$ cat src/rtl/sky130_sram_rmw_bridge_pkg.sv
// Shared types, default widths and parity helpers for the SRAM RMW bridge.
package sky130_sram_rmw_bridge_pkg;

  localparam int unsigned DEF_ADDR_WIDTH = 9;
  localparam int unsigned DEF_DATA_WIDTH = 32;
  localparam int unsigned DEF_NUM_WMASKS = DEF_DATA_WIDTH / 8;

  // Helpers take a wide vector; callers zero-extend, which leaves parity unchanged.
  localparam int unsigned MAX_DATA_WIDTH = 64;
  localparam int unsigned MAX_WORD_WIDTH = MAX_DATA_WIDTH + 1;

  typedef enum logic [2:0] {
    ST_IDLE    = 3'd0,
    ST_RD      = 3'd1,
    ST_RD_CAP  = 3'd2,
    ST_RMW_RD  = 3'd3,
    ST_RMW_CAP = 3'd4,
    ST_WR      = 3'd5,
    ST_RSP     = 3'd6
  } state_e;

  // Even parity bit to store alongside data.
  function automatic logic even_par(input logic [MAX_DATA_WIDTH-1:0] data);
    return ^data;
  endfunction

  // Check over data plus stored parity; an unknown reduction counts as an error.
  function automatic logic par_err(input logic [MAX_WORD_WIDTH-1:0] word);
    return ((^word) !== 1'b0);
  endfunction

endpackage

$ cat src/rtl/sky130_sram_rmw_bridge_if.sv
// Upstream request/response handshake bundle for the SRAM RMW bridge.
interface sky130_sram_rmw_bridge_if
  import sky130_sram_rmw_bridge_pkg::*;
#(
  parameter int unsigned ADDR_WIDTH = DEF_ADDR_WIDTH,
  parameter int unsigned DATA_WIDTH = DEF_DATA_WIDTH,
  parameter int unsigned NUM_WMASKS = DEF_NUM_WMASKS
) ();

  logic                  req_valid;
  logic                  req_ready;
  logic                  req_we;
  logic [ADDR_WIDTH-1:0] req_addr;
  logic [NUM_WMASKS-1:0] req_wmask;
  logic [DATA_WIDTH-1:0] req_wdata;

  logic                  rsp_valid;
  logic                  rsp_ready;
  logic [DATA_WIDTH-1:0] rsp_rdata;
  logic                  rsp_perr;

  modport master (
    output req_valid, req_we, req_addr, req_wmask, req_wdata, rsp_ready,
    input  req_ready, rsp_valid, rsp_rdata, rsp_perr
  );

  modport slave (
    input  req_valid, req_we, req_addr, req_wmask, req_wdata, rsp_ready,
    output req_ready, rsp_valid, rsp_rdata, rsp_perr
  );

endinterface

$ cat src/rtl/sky130_sram_rmw_bridge_byte_merge.sv
// Byte-lane merge for read-modify-write: masked lanes come from the new data.
module sky130_sram_rmw_bridge_byte_merge
  import sky130_sram_rmw_bridge_pkg::*;
#(
  parameter int unsigned DATA_WIDTH = DEF_DATA_WIDTH,
  parameter int unsigned NUM_WMASKS = DEF_NUM_WMASKS
) (
  input  logic [NUM_WMASKS-1:0] wmask_i,
  input  logic [DATA_WIDTH-1:0] wdata_i,
  input  logic [DATA_WIDTH-1:0] rdata_i,
  output logic [DATA_WIDTH-1:0] merged_c_o
);

  localparam int unsigned LANE_W = DATA_WIDTH / NUM_WMASKS;

  always_comb begin
    merged_c_o = rdata_i;
    for (int i = 0; i < int'(NUM_WMASKS); i++) begin
      if (wmask_i[i]) begin
        merged_c_o[i*LANE_W +: LANE_W] = wdata_i[i*LANE_W +: LANE_W];
      end
    end
  end

endmodule

$ cat src/rtl/sky130_sram_rmw_bridge.sv
// Front-end for a 1RW OpenRAM macro: word requests, parity in the spare bit,
// partial writes turned into read-modify-write, one request outstanding.
module sky130_sram_rmw_bridge
  import sky130_sram_rmw_bridge_pkg::*;
#(
  parameter int unsigned ADDR_WIDTH = DEF_ADDR_WIDTH,
  parameter int unsigned DATA_WIDTH = DEF_DATA_WIDTH,
  parameter int unsigned NUM_WMASKS = DEF_NUM_WMASKS
) (
  input  logic                  clk0,
  input  logic                  rst0,
  sky130_sram_rmw_bridge_if.slave bus,
  output logic                  sram_csb0,
  output logic                  sram_web0,
  output logic [NUM_WMASKS-1:0] sram_wmask0,
  output logic                  sram_spare_wen0,
  output logic [ADDR_WIDTH-1:0] sram_addr0,
  output logic [DATA_WIDTH:0]   sram_din0,
  input  logic [DATA_WIDTH:0]   sram_dout0
);

  state_e                state_q, state_d;
  logic [ADDR_WIDTH-1:0] addr_q, addr_d;
  logic [NUM_WMASKS-1:0] wmask_q, wmask_d;
  logic [DATA_WIDTH-1:0] wdata_q, wdata_d;
  logic                  rsp_valid_q, rsp_valid_d;
  logic [DATA_WIDTH-1:0] rsp_rdata_q, rsp_rdata_d;
  logic                  rsp_perr_q, rsp_perr_d;

  logic                  req_ready_c;
  logic                  accept_c;
  logic                  dout_perr_c;
  logic [DATA_WIDTH-1:0] merged_c;

  assign req_ready_c = (state_q == ST_IDLE) && !rst0;
  assign accept_c    = bus.req_valid && req_ready_c;
  assign dout_perr_c = par_err(MAX_WORD_WIDTH'(sram_dout0));

  assign bus.req_ready = req_ready_c;
  assign bus.rsp_valid = rsp_valid_q;
  assign bus.rsp_rdata = rsp_rdata_q;
  assign bus.rsp_perr  = rsp_perr_q;

  sky130_sram_rmw_bridge_byte_merge #(
    .DATA_WIDTH (DATA_WIDTH),
    .NUM_WMASKS (NUM_WMASKS)
  ) u_merge (
    .wmask_i    (wmask_q),
    .wdata_i    (wdata_q),
    .rdata_i    (sram_dout0[DATA_WIDTH-1:0]),
    .merged_c_o (merged_c)
  );

  // State, command and response registers.
  always_ff @(posedge clk0) begin
    if (rst0) begin
      state_q     <= ST_IDLE;
      addr_q      <= '0;
      wmask_q     <= '0;
      wdata_q     <= '0;
      rsp_valid_q <= 1'b0;
      rsp_rdata_q <= '0;
      rsp_perr_q  <= 1'b0;
    end else begin
      state_q     <= state_d;
      addr_q      <= addr_d;
      wmask_q     <= wmask_d;
      wdata_q     <= wdata_d;
      rsp_valid_q <= rsp_valid_d;
      rsp_rdata_q <= rsp_rdata_d;
      rsp_perr_q  <= rsp_perr_d;
    end
  end

  // Next-state and register updates.
  always_comb begin
    state_d     = state_q;
    addr_d      = addr_q;
    wmask_d     = wmask_q;
    wdata_d     = wdata_q;
    rsp_valid_d = rsp_valid_q;
    rsp_rdata_d = rsp_rdata_q;
    rsp_perr_d  = rsp_perr_q;

    case (state_q)
      ST_IDLE: begin
        if (accept_c) begin
          addr_d      = bus.req_addr;
          wmask_d     = bus.req_wmask;
          wdata_d     = bus.req_wdata;
          // Write acks carry zero data and no error unless a macro read says otherwise.
          rsp_rdata_d = '0;
          rsp_perr_d  = 1'b0;
          if (!bus.req_we) begin
            state_d = ST_RD;
          end else if (&bus.req_wmask) begin
            state_d = ST_WR;
          end else if (bus.req_wmask == '0) begin
            state_d     = ST_RSP;
            rsp_valid_d = 1'b1;
          end else begin
            state_d = ST_RMW_RD;
          end
        end
      end
      ST_RD:     state_d = ST_RD_CAP;
      ST_RMW_RD: state_d = ST_RMW_CAP;
      ST_RD_CAP: begin
        rsp_rdata_d = sram_dout0[DATA_WIDTH-1:0];
        rsp_perr_d  = dout_perr_c;
        rsp_valid_d = 1'b1;
        state_d     = ST_RSP;
      end
      ST_RMW_CAP: begin
        // Merged word replaces the command data; the write gets fresh parity regardless.
        wdata_d    = merged_c;
        rsp_perr_d = dout_perr_c;
        state_d    = ST_WR;
      end
      ST_WR: begin
        rsp_rdata_d = '0;
        rsp_valid_d = 1'b1;
        state_d     = ST_RSP;
      end
      ST_RSP: begin
        if (bus.rsp_ready) begin
          rsp_valid_d = 1'b0;
          state_d     = ST_IDLE;
        end
      end
      default: begin
        rsp_valid_d = 1'b0;
        state_d     = ST_IDLE;
      end
    endcase
  end

  // Macro port decode; reset overrides chip select so nothing new is sampled.
  always_comb begin
    sram_csb0       = 1'b1;
    sram_web0       = 1'b1;
    sram_wmask0     = '0;
    sram_spare_wen0 = 1'b0;
    sram_addr0      = addr_q;
    sram_din0       = {even_par(MAX_DATA_WIDTH'(wdata_q)), wdata_q};
    if (!rst0) begin
      case (state_q)
        ST_RD, ST_RMW_RD: begin
          sram_csb0 = 1'b0;
        end
        ST_WR: begin
          sram_csb0       = 1'b0;
          sram_web0       = 1'b0;
          sram_wmask0     = '1;
          sram_spare_wen0 = 1'b1;
        end
        default: begin
          sram_csb0 = 1'b1;
        end
      endcase
    end
  end

endmodule

$ cat src/flat_wrapper.sv
// flat-port wrapper written by rule: the top's interface ports become plain ports
module sky130_sram_rmw_bridge_flat import sky130_sram_rmw_bridge_pkg::*;
#(
  parameter int unsigned ADDR_WIDTH = DEF_ADDR_WIDTH,
  parameter int unsigned DATA_WIDTH = DEF_DATA_WIDTH,
  parameter int unsigned NUM_WMASKS = DEF_NUM_WMASKS
)
  (clk0, rst0, sram_csb0, sram_web0, sram_wmask0, sram_spare_wen0, sram_addr0, sram_din0, sram_dout0, bus_req_valid, bus_req_we, bus_req_addr, bus_req_wmask, bus_req_wdata, bus_rsp_ready, bus_req_ready, bus_rsp_valid, bus_rsp_rdata, bus_rsp_perr);
  sky130_sram_rmw_bridge_if #(.ADDR_WIDTH(ADDR_WIDTH), .DATA_WIDTH(DATA_WIDTH), .NUM_WMASKS(NUM_WMASKS)) bus_i ();
  input  logic clk0;
  input  logic rst0;
  output logic sram_csb0;
  output logic sram_web0;
  output logic [NUM_WMASKS-1:0] sram_wmask0;
  output logic sram_spare_wen0;
  output logic [ADDR_WIDTH-1:0] sram_addr0;
  output logic [DATA_WIDTH:0] sram_din0;
  input  logic [DATA_WIDTH:0] sram_dout0;
  input wire logic [$bits(bus_i.req_valid)-1:0] bus_req_valid;
  input wire logic [$bits(bus_i.req_we)-1:0] bus_req_we;
  input wire logic [$bits(bus_i.req_addr)-1:0] bus_req_addr;
  input wire logic [$bits(bus_i.req_wmask)-1:0] bus_req_wmask;
  input wire logic [$bits(bus_i.req_wdata)-1:0] bus_req_wdata;
  input wire logic [$bits(bus_i.rsp_ready)-1:0] bus_rsp_ready;
  output wire logic [$bits(bus_i.req_ready)-1:0] bus_req_ready;
  output wire logic [$bits(bus_i.rsp_valid)-1:0] bus_rsp_valid;
  output wire logic [$bits(bus_i.rsp_rdata)-1:0] bus_rsp_rdata;
  output wire logic [$bits(bus_i.rsp_perr)-1:0] bus_rsp_perr;
  assign bus_i.req_valid = bus_req_valid;
  assign bus_i.req_we = bus_req_we;
  assign bus_i.req_addr = bus_req_addr;
  assign bus_i.req_wmask = bus_req_wmask;
  assign bus_i.req_wdata = bus_req_wdata;
  assign bus_i.rsp_ready = bus_rsp_ready;
  assign bus_req_ready = bus_i.req_ready;
  assign bus_rsp_valid = bus_i.rsp_valid;
  assign bus_rsp_rdata = bus_i.rsp_rdata;
  assign bus_rsp_perr = bus_i.rsp_perr;
  sky130_sram_rmw_bridge #(.ADDR_WIDTH(ADDR_WIDTH), .DATA_WIDTH(DATA_WIDTH), .NUM_WMASKS(NUM_WMASKS)) u_core (.clk0(clk0), .rst0(rst0), .bus(bus_i), .sram_csb0(sram_csb0), .sram_web0(sram_web0), .sram_wmask0(sram_wmask0), .sram_spare_wen0(sram_spare_wen0), .sram_addr0(sram_addr0), .sram_din0(sram_din0), .sram_dout0(sram_dout0));
endmodule
$ cat config.mk
export PLATFORM = sky130hd
export DESIGN_NAME = sky130_sram_rmw_bridge_flat
export DESIGN_NICKNAME = d
export VERILOG_FILES = /design/src/rtl/sky130_sram_rmw_bridge_pkg.sv /design/src/rtl/sky130_sram_rmw_bridge_if.sv /design/src/rtl/sky130_sram_rmw_bridge_byte_merge.sv /design/src/rtl/sky130_sram_rmw_bridge.sv /design/src/flat_wrapper.sv
export SDC_FILE = /design/constraint.sdc
export NUM_CORES = 1
export LEC_CHECK = 0
export CORE_MARGIN = 1.5
export CORE_UTILIZATION = 25
export CTS_BUF_LIST = sky130_fd_sc_hd__clkbuf_2
export DETAILED_ROUTE_END_ITERATION = 12
export SYNTH_ARGS = -nofsm -noshare
export SYNTH_HDL_FRONTEND = slang
export SYNTH_SLANG_ARGS = --single-unit
$ cat constraint.sdc
create_clock -name clk0 -period 2.9 [get_ports clk0]
set_input_delay 0.29 -clock clk0 [delete_from_list [all_inputs] [get_ports clk0]]
set_output_delay 0.29 -clock clk0 [all_outputs]
set_load 0.01 [all_outputs]
# Yosys cells after proc, flatten, opt, wreduce, memory -nomap -nowiden
# Cells that the tools add are included.
# W data, S select, Z words.
[word_totals] register_bits=82 latch_bits=0 mem_bits_rw=0 romBits=0 inputBits=83 output_inout_bits=84 elab_cells=81 memories=0
[op_classes] n_addsub=0 mul=0 div=0 magnitude_cmp=0 n_eq_ne=16 n_shift=0 muxes=30 n_bitwise=1 n_reduce_logical=24
[op_table] cell="$pmux W32 S3" count=1
[op_table] cell="$reduce_xor A65 Y1" count=1
[op_table] cell="$mux W32" count=2
[op_table] cell="$pmux W32 S2" count=1
[op_table] cell="$reduce_xor A64 Y1" count=1
[op_table] cell="$mux W8" count=4
[op_table] cell="$pmux W3 S6" count=1
[op_table] cell="$ne A2 B2 Y1 const B" count=8
[op_table] cell="$mux W3" count=5
[op_table] cell="$mux W1" count=12
[op_table] cell="$reduce_and A3 Y1" count=4
[op_table] cell="$eq A3 B3 Y1 const B" count=3
[op_table] cell="$mux W4" count=2
[op_table] cell="$reduce_and A2 Y1" count=4
[op_table] cell="$eq A3 B2 Y1 const B" count=2
[op_table] cell="$reduce_and A6 Y1" count=1
[op_table] cell="$reduce_or A3 Y1" count=2
[op_table] cell="$logic_not A4 Y1" count=1
[op_table] cell="$pmux W1 S4" count=1
[op_table] cell="$reduce_and A4 Y1" count=1
[op_table] cell="$reduce_bool A2 Y1" count=2
[op_table] cell="$reduce_or A2 Y1" count=2
[op_table] cell="$eq A3 B1 Y1 const B" count=1
[op_table] cell="$logic_not A3 Y1" count=1
[op_table] cell="7 further kinds" count=8

# Longest topological paths before layout
# Gate-level depths: netlist of run 1.
[logic_depth] depth_word=6 ltp_mapped=8 ltp_nobuf=6

# By module
# From an unflattened synthesis of run 1, not the netlist that was laid out.
[unflattened] cells_unflattened=489 area_unflattened_um2=4376.7
[by_module_without_submodules] mod="sky130_sram_rmw_bridge" n_inst=1 cells_per_inst=453 area_each_um2=3851.2 seq_area_each_um2=1641.6
[by_module_without_submodules] mod="sky130_sram_rmw_bridge_byte_merge" n_inst=1 cells_per_inst=36 area_each_um2=525.5 seq_area_each_um2=0.0

# Worst setup path before layout of run 1
# Ideal clock, no wire load.
[synth_path] kind="flip-flop to flip-flop" startpoint="register u_core.state_q[2]" endpoint="register u_core.rsp_rdata_q[0], in the netlist u_core.bus.rsp_rdata[0]" setup_ps=135 t_arrival_ps=1426 required_time_ps=2765 setup_slack_ps=1339 path_stages_with_launch=7 path_buffers=1 synth_period_minus_slack_ps=1561 path_cell_list="dfxtp_1 nor4_4 and2_1 a211oi_4 buf_6 a22oi_2 nor2_2"
[synth_between] elab_chain_cells=5 elab_cells_between_ends=9 classes_between="eq/ne: 3; mux: 1; reduce/logical: 5"
[synth_rtl] item="from (decl)" line="sky130_sram_rmw_bridge.sv:22" text="state_e state_q, state_d;"
[synth_rtl] item="from (signal assigned)" line="sky130_sram_rmw_bridge.sv:65" text="state_q <= state_d;"
[synth_rtl] item="$logic_not A3 Y1" line="sky130_sram_rmw_bridge.sv:35" text="assign req_ready_c = (state_q == ST_IDLE) && !rst0;"
[synth_rtl] item="$logic_and A1 B1 Y1" line="sky130_sram_rmw_bridge.sv:35"
[synth_rtl] item="named net bus_req_ready" line="flat_wrapper.sv:25" text="output wire logic [$bits(bus_i.req_ready)-1:0] bus_req_ready;"
[synth_rtl] item="$logic_and A1 B1 Y1" line="sky130_sram_rmw_bridge.sv:36" text="assign accept_c = bus.req_valid && req_ready_c;"
[synth_rtl] item="$ne A2 B1 Y1 (no source line)"
[synth_rtl] item="$reduce_and A2 Y1 (no source line)"
[synth_rtl] item="to (signal assigned)" line="sky130_sram_rmw_bridge.sv:70" text="rsp_rdata_q <= rsp_rdata_d;"
[synth_rtl] item="to (decl)" line="sky130_sram_rmw_bridge.sv:27" text="logic [DATA_WIDTH-1:0] rsp_rdata_q, rsp_rdata_d;"
# The timed path passes the listed nets, and every way through them passes these cells.
# A chain may end at the register's enable or synchronous reset.

# Worst setup path after layout of run 1
[layout_path] startpoint="register u_core.state_q[2]" endpoint="output sram_wmask0[3]"
[layout_between] elab_chain_cells=3
[layout_rtl] item="$eq A3 B3 Y1" line="sky130_sram_rmw_bridge.sv:147" text="case (state_q)"
[layout_rtl] item="$mux W4" line="sky130_sram_rmw_bridge.sv:147"
[layout_rtl] item="$mux W4" line="sky130_sram_rmw_bridge.sv:146" text="if (!rst0) begin"
[layout_rtl] item="to (decl)" line="flat_wrapper.sv:14" text="output logic [NUM_WMASKS-1:0] sram_wmask0;"
# No other way between the ends.

==> results of run 1 <==
-- layout make-up --
cell class	count	area, um^2
clock inverter	6	81.3
timing repair buffer	174	1720
sequential	82	1640
tap	216	270
multi-input combinational	339	2200
fill	1669	9910
clock buffer	10	50.0
inverter	3	11.3
-- sequential cells by signal (all words and copies together), names as in the netlist --
register              flops
u_core.bus.rsp_rdata     32
u_core.wdata_q           32
u_core.sram_addr0         9
u_core.wmask_q            4
u_core.state_q            3
u_core.bus.rsp_perr       1
u_core.bus.rsp_valid      1
-- stage by stage --
stage	hold slack [ns]	area, um^2
after floorplan	0.389	4080
after global placement	0.441	5840
after global routing	0.196	5980
final	0.227	5980
after detailed placement	0.448	5840
after CTS	0.165	5970
-- final timing paths --
kind	startpoint	end	slack [ns]	depth (start not counted)
setup / recovery	u_core.state_q[2]	sram_wmask0[3]	0.47	3
hold / removal	rst0	u_core.bus.rsp_rdata[13]	0.23	3
setup reg to reg	u_core.state_q[2]	u_core.bus.rsp_rdata[24]	0.79	7
hold reg to reg	u_core.bus.rsp_valid	u_core.bus.rsp_valid	0.47	2
-- critical path: stages, from the launching register on --
cell and delay [ns]:
sky130_fd_sc_hd__dfxtp_1 0.71, sky130_fd_sc_hd__nand3_1 0.19, sky130_fd_sc_hd__inv_1 0.16, sky130_fd_sc_hd__clkdlybuf4s50_1 0.56
-- kinds of logic after synthesis --
logic type | synth area share
AO/OA/AOI/OAI | 0.189
XOR/XNOR | 0.134
buffers and inverters | 0.0571
flip-flops | 0.403
AND/OR/NAND/NOR | 0.216
-- timing repair --
item                       CTS  global route
setup buffers                0             0
resized for setup            0             2
setup endpoints to repair    0             1
-- per-layer routing --
metal | part of all wire | wire (um) | up-vias
li1 | - | - | 1867
met1 | 0.44 | 5780 | 1816
met2 | 0.47 | 6200 | 118
met3 | 0.076 | 1010 | 19
met4 | 0.022 | 289 | 0
met5 | 0 | 0 | -
-- cells in the mapped netlist (2+ instances only) --
master	number	area, um^2
sky130_fd_sc_hd__a311oi_1	32	280
sky130_fd_sc_hd__xnor2_1	53	464
sky130_fd_sc_hd__inv_1	2	7.51
sky130_fd_sc_hd__dfxtp_1	82	1640
sky130_fd_sc_hd__clkbuf_1	10	37.5
sky130_fd_sc_hd__a22oi_2	20	250
sky130_fd_sc_hd__and2_1	3	18.8
sky130_fd_sc_hd__buf_6	5	56.3
sky130_fd_sc_hd__nor2_2	21	131
sky130_fd_sc_hd__xor2_1	7	61.3
sky130_fd_sc_hd__nor2_1	52	195
sky130_fd_sc_hd__a21oi_1	5	25.0
sky130_fd_sc_hd__nor3_1	3	15.0
sky130_fd_sc_hd__nand2_1	93	349
sky130_fd_sc_hd__nand4_1	2	12.5
sky130_fd_sc_hd__nand3_1	14	70.1
sky130_fd_sc_hd__buf_4	9	67.6
sky130_fd_sc_hd__buf_2	12	60.1
sky130_fd_sc_hd__a22oi_1	12	90.1
sky130_fd_sc_hd__o21ai_4	4	65.1
-- power groups by stage --
stage               Sequential, mW  Combinational [mW]  Clock, mW
floorplan                     1.96                2.53          0
global placement              1.88                4.12          0
detailed placement            1.90                4.21          0
CTS                           1.88                4.22      0.723
global route                  1.93                4.49      0.757
finish                        1.87                4.16      0.688
==> results.py, run 1 <==
metrics = {
    "sta": {
        "max_freq_ghz": 0.412,
        "setup_tns_ns": 0,
        "maxSlewHeadroom": 0.563,
        "finalSetupViolCount": 0,
        "worst_tran_pin_value_ns": 0.655,
        "finalHoldViolCount": 0,
        "timing.final.crit_share": 0.837,
        "rsz0062_at_grt": "no",
        "finClkSkew_ns": 0.0269,
        "layout_setup_ws_ns": 0.471,
        "report.final.slew_viol_count": 0,
        "fin_crit_ns": 2.43,
    },
    "synth": {
        "ys_warn_count": 0,
        "synth_enable_flop_cells": 0,
        "synth_cell_type_count": 39,
        "total_standard_cell_area_after_synthesis_mm2": 0.00408,
        "synth_cells": 460,
        "synth_nets": 543,
        "synth_seq_area_share": 0.403,
        "synth_top_flop_cell": "sky130_fd_sc_hd__dfxtp_1",
        "postSynthAreaPerCell_um2": 8.86,
        "ys_seq_elements": 82,
        "postSynth.asyncResetShare": 0,
    },
    "finish": {
        "final_util": 0.376,
        "layout_overhead_on_the_synthesized_area_pct": 46.7,
        "drive_above_1_share": 0.122,
        "finalNonFillerCells": 830,
        "commonest_non_fill_non_tap_cell_in_the_layout": "sky130_fd_sc_hd__clkdlybuf4s50_1",
        "mostFrequentLayoutCells": "164 x sky130_fd_sc_hd__clkdlybuf4s50_1, 93 x sky130_fd_sc_hd__nand2_1, 81 x sky130_fd_sc_hd__dfxtp_1, 53 x sky130_fd_sc_hd__xnor2_1, 52 x sky130_fd_sc_hd__nor2_1",
        "design.final.nets": 692,
        "antenna_cells_inserted": 0,
    },
    "global_route": {
        "met1_usage": 0.187,
        "grt-ovfl-total": 0,
        "global_route.peak_usage_layer": "met2",
        "maximum_number_of_pins_on_one_net_before_global_route_repair": 54,
        "grt_use_met2": 0.261,
        "wire_length_of_the_first_global_routing_pass_mm": 20.0,
        "grt_pass1_vias": 3777,
        "total_grt_usage": 0.156,
        "grtUsageMet3": 0.0468,
        "antenna_found_initial": 0,
    },
    "placed_design": {
        "place_congestion": 0.807,
        "placed_cells": 814,
        "hpwlAfterDp_mm": 9.99,
        "placement.io_buffers": 166,
        "dp_worst_setup_slack_ns": 0.626,
    },
    "floorplanning": {
        "num_rows": 46,
        "die_h_um": 131,
        "io_pins": 167,
        "fp.dieArea_mm2": 0.0171,
        "initial_utilization": 0.257,
        "die_w_um": 131,
        "core_region_area_mm2": 0.0159,
    },
    "route": {
        "detail_route.first_pass.iterations": 4,
        "detail_route.drc_violations": 0,
        "via_count": 3820,
        "post_drt_via_cell_ratio": 4.60,
        "drt-initial-drc-count": 178,
        "routed_wire_length_per_instance_um": 16.0,
        "drt_wl_total_mm": 13.3,
        "ant_nets": 0,
    },
    "critical_path": {
        "worst_setup_path_end_kind": "primary output",
        "worstSetupStartpointType": "flop",
        "timing.critical_path.fanout_max": 13,
        "timing_worst_setup_path_type": "reg -> out",
        "cp_data_required_time_ns": 2.61,
        "arrival_ns": 2.14,
    },
    "power_and_ir_drop": {
        "internal_power_mw": 3.90,
        "power.static_leakage_nw": 2.10,
        "power.share.switching": 0.420,
        "power_density_normalized_to_cell_area_mw_per_mm2": 1120,
        "power_frac_comb": 0.619,
        "vdd_drop_max_mv": 0.642,
        "power_switching_mw": 2.82,
        "seqPwrFrac": 0.278,
        "design_power_total_mw": 6.72,
        "p_clk_frac": 0.102,
    },
    "worst_hold_path": {
        "min_path_type": "in -> reg",
    },
    "clock_network": {
        "clkTransAtPathRegs_ns": 0.23,
        "max-clock-path-buffers": 2,
        "cts.sink_count": 82,
        "cts-hold-fix-buffers": 0,
        "clock_latency_ns": 0.56,
        "cts_tree": "done",
        "clock_tree.root_cell": "sky130_fd_sc_hd__clkbuf_2",
        "ctsHtreeMaxLevel": 3,
        "number_of_clock_buffers_inserted_by_tritoncts": 9,
    },
    "job": {
        "cap_viol_max_count": 0,
    },
    "outcome": {
        "outcome": "finished, final reports clean",
    },
}
Power figures use the tool's default switching activity.
==> inputs of run 2 (changes only) <==
clock period = 2.4 ns   (was 2.9 ns; I/O delays follow)
==> results.py, run 2 (synthesis results as in run 1) <==
metrics = {
    "route": {
        "post_drt_via_cell_ratio": 4.59,
        "via_count": 3812,
        "ant_nets": 0,
        "routed_wire_length_per_instance_um": 16.2,
        "detail_route.first_pass.iterations": 4,
        "drt_wl_total_mm": 13.5,
        "detail_route.drc_violations": 0,
        "drt-initial-drc-count": 215,
    },
    "sta": {
        "timing.final.crit_share": 0.921,
        "fin_crit_ns": 2.21,
        "max_freq_ghz": 0.452,
        "layout_setup_ws_ns": 0.188,
        "maxSlewHeadroom": 0.552,
        "setup_tns_ns": 0,
        "finalSetupViolCount": 0,
        "finalHoldViolCount": 0,
        "rsz0062_at_grt": "no",
        "worst_tran_pin_value_ns": 0.672,
        "report.final.slew_viol_count": 0,
        "finClkSkew_ns": 0.0167,
    },
    "global_route": {
        "wire_length_of_the_first_global_routing_pass_mm": 20.4,
        "maximum_number_of_pins_on_one_net_before_global_route_repair": 55,
        "grt_pass1_vias": 3774,
        "antenna_found_initial": 0,
        "total_grt_usage": 0.159,
        "grt-ovfl-total": 0,
    },
    "placed_design": {
        "dp_worst_setup_slack_ns": 0.210,
        "place_congestion": 0.785,
        "placement.io_buffers": 166,
        "hpwlAfterDp_mm": 10.1,
    },
    "critical_path": {
        "crit_start": "u_core.wdata_q[7]",
        "timing_worst_setup_path_type": "reg -> out",
        "arrival_ns": 1.97,
        "worstSetupStartpointType": "flop",
        "critical_path.reg2reg.startpoint": "u_core.state_q[2]",
        "timing.critical_path.fanout_max": 3,
        "worst_setup_path_end_kind": "primary output",
        "cp_data_required_time_ns": 2.16,
    },
    "clock_network": {
        "max-clock-path-buffers": 2,
        "clock_latency_ns": 0.57,
        "cts-hold-fix-buffers": 0,
        "clock_tree.root_cell": "sky130_fd_sc_hd__clkbuf_2",
        "number_of_clock_buffers_inserted_by_tritoncts": 9,
        "ctsHtreeMaxLevel": 3,
        "clkTransAtPathRegs_ns": 0.22,
        "cts.sink_count": 82,
        "cts_tree": "done",
    },
    "worst_hold_path": {
        "min_path_type": "in -> reg",
        "hold_start": "rst0",
    },
    "floorplanning": {
        "num_rows": 46,
        "initial_utilization": 0.257,
        "die_h_um": 131,
        "core_region_area_mm2": 0.0159,
        "die_w_um": 131,
        "io_pins": 167,
        "fp.dieArea_mm2": 0.0171,
    },
    "outcome": {
        "outcome": "finished, final reports clean",
    },
    "finish": {
        "design.final.nets": 696,
        "layout_overhead_on_the_synthesized_area_pct": 46.9,
        "mostFrequentLayoutCells": "164 x sky130_fd_sc_hd__clkdlybuf4s50_1, 93 x sky130_fd_sc_hd__nand2_1, 69 x sky130_fd_sc_hd__dfxtp_1, 52 x sky130_fd_sc_hd__nor2_1, 49 x sky130_fd_sc_hd__xnor2_1",
        "drive_above_1_share": 0.154,
        "antenna_cells_inserted": 0,
        "commonest_non_fill_non_tap_cell_in_the_layout": "sky130_fd_sc_hd__clkdlybuf4s50_1",
    },
    "power_and_ir_drop": {
        "design_power_total_mw": 7.82,
        "power_density_normalized_to_cell_area_mw_per_mm2": 1310,
        "power.static_leakage_nw": 2.11,
        "vdd_drop_max_mv": 0.817,
    },
    "job": {
        "cap_viol_max_count": 0,
    },
}
==> run 2: cell types whose count changed in the layout (fill, tap and decap cells not counted), sizes merged <==
cell | before | now
clkinv | 4 | 2
dlymetal6s2s | 1 | 0
clkbuf | 10 | 12
buf | 9 | 14
bufinv | 2 | 0
clkinvlp | 1 | 0
==> run 2: what timing repair did <==
item,4_1_cts,5_1_grt
endpoints found under the setup margin,7,8
gates cloned,0,0
setup buffers,0,1
gates resized for setup,6,16
pin swaps,1,3
==> run 2: path summary, 6_finish.rpt <==
path	slack (ns)	cells past startpoint	endpoint
max	0.19	6	sram_din0[32]
min	0.18	3	u_core.bus.rsp_rdata[13]
max reg2reg	0.58	7	u_core.bus.rsp_perr
min reg2reg	0.47	2	u_core.bus.rsp_valid
==> run 2: cell type report <==
type | instances | area, um^2
fill | 1611 | 9900
clock buffer | 12 | 60.1
sequential | 82 | 1660
clock inverter | 1 | 5.00
multi-input combinational | 339 | 2240
inverter | 3 | 11.3
timing repair buffer | 178 | 1740
tap | 216 | 270
==> run 2: metrics by stage <==
step           instance area, um^2  utilization  hold WS [ns]  instances
5_1_grt                       5990        0.377         0.128        831
4_1_cts                       5930        0.374         0.109        830
3_5_place_dp                  5860        0.369         0.452        817
6_report                      5990        0.377         0.178        831
2_1_floorplan                 4080            -         0.339        460
3_3_place_gp                  5860        0.369         0.441        817
==> run 2: metal layers <==
layer / up-vias / global-route usage / share of wire
met4: 0 / 0.0640 / 0.021
met1: 1801 / 0.193 / 0.44
met5: - / 0 / 0
met2: 122 / 0.262 / 0.46
li1: 1870 / - / -
met3: 19 / 0.0513 / 0.083
==> run 2: report_power, final <==
group | leakage, nW | switching [mW] | internal [mW]
sequential | 0.676 | 0.462 | 1.84
clock | 0.0538 | 0.470 | 0.132
combinational | 1.38 | 2.46 | 2.47
==> run 2: critical path: stages (launching register included) <==
cell and delay (ns):
sky130_fd_sc_hd__dfxtp_2 0.39, sky130_fd_sc_hd__xor2_1 0.16, sky130_fd_sc_hd__xnor2_1 0.23, sky130_fd_sc_hd__xnor2_1 0.17, sky130_fd_sc_hd__xnor2_1 0.16, sky130_fd_sc_hd__xnor2_1 0.14, sky130_fd_sc_hd__buf_2 0.16
==> inputs of run 3 (changes only) <==
SLEW_MARGIN = 20   (was not set)
==> results of run 3 <==
Final layout, timing and power as in run 2 (identical DEF).
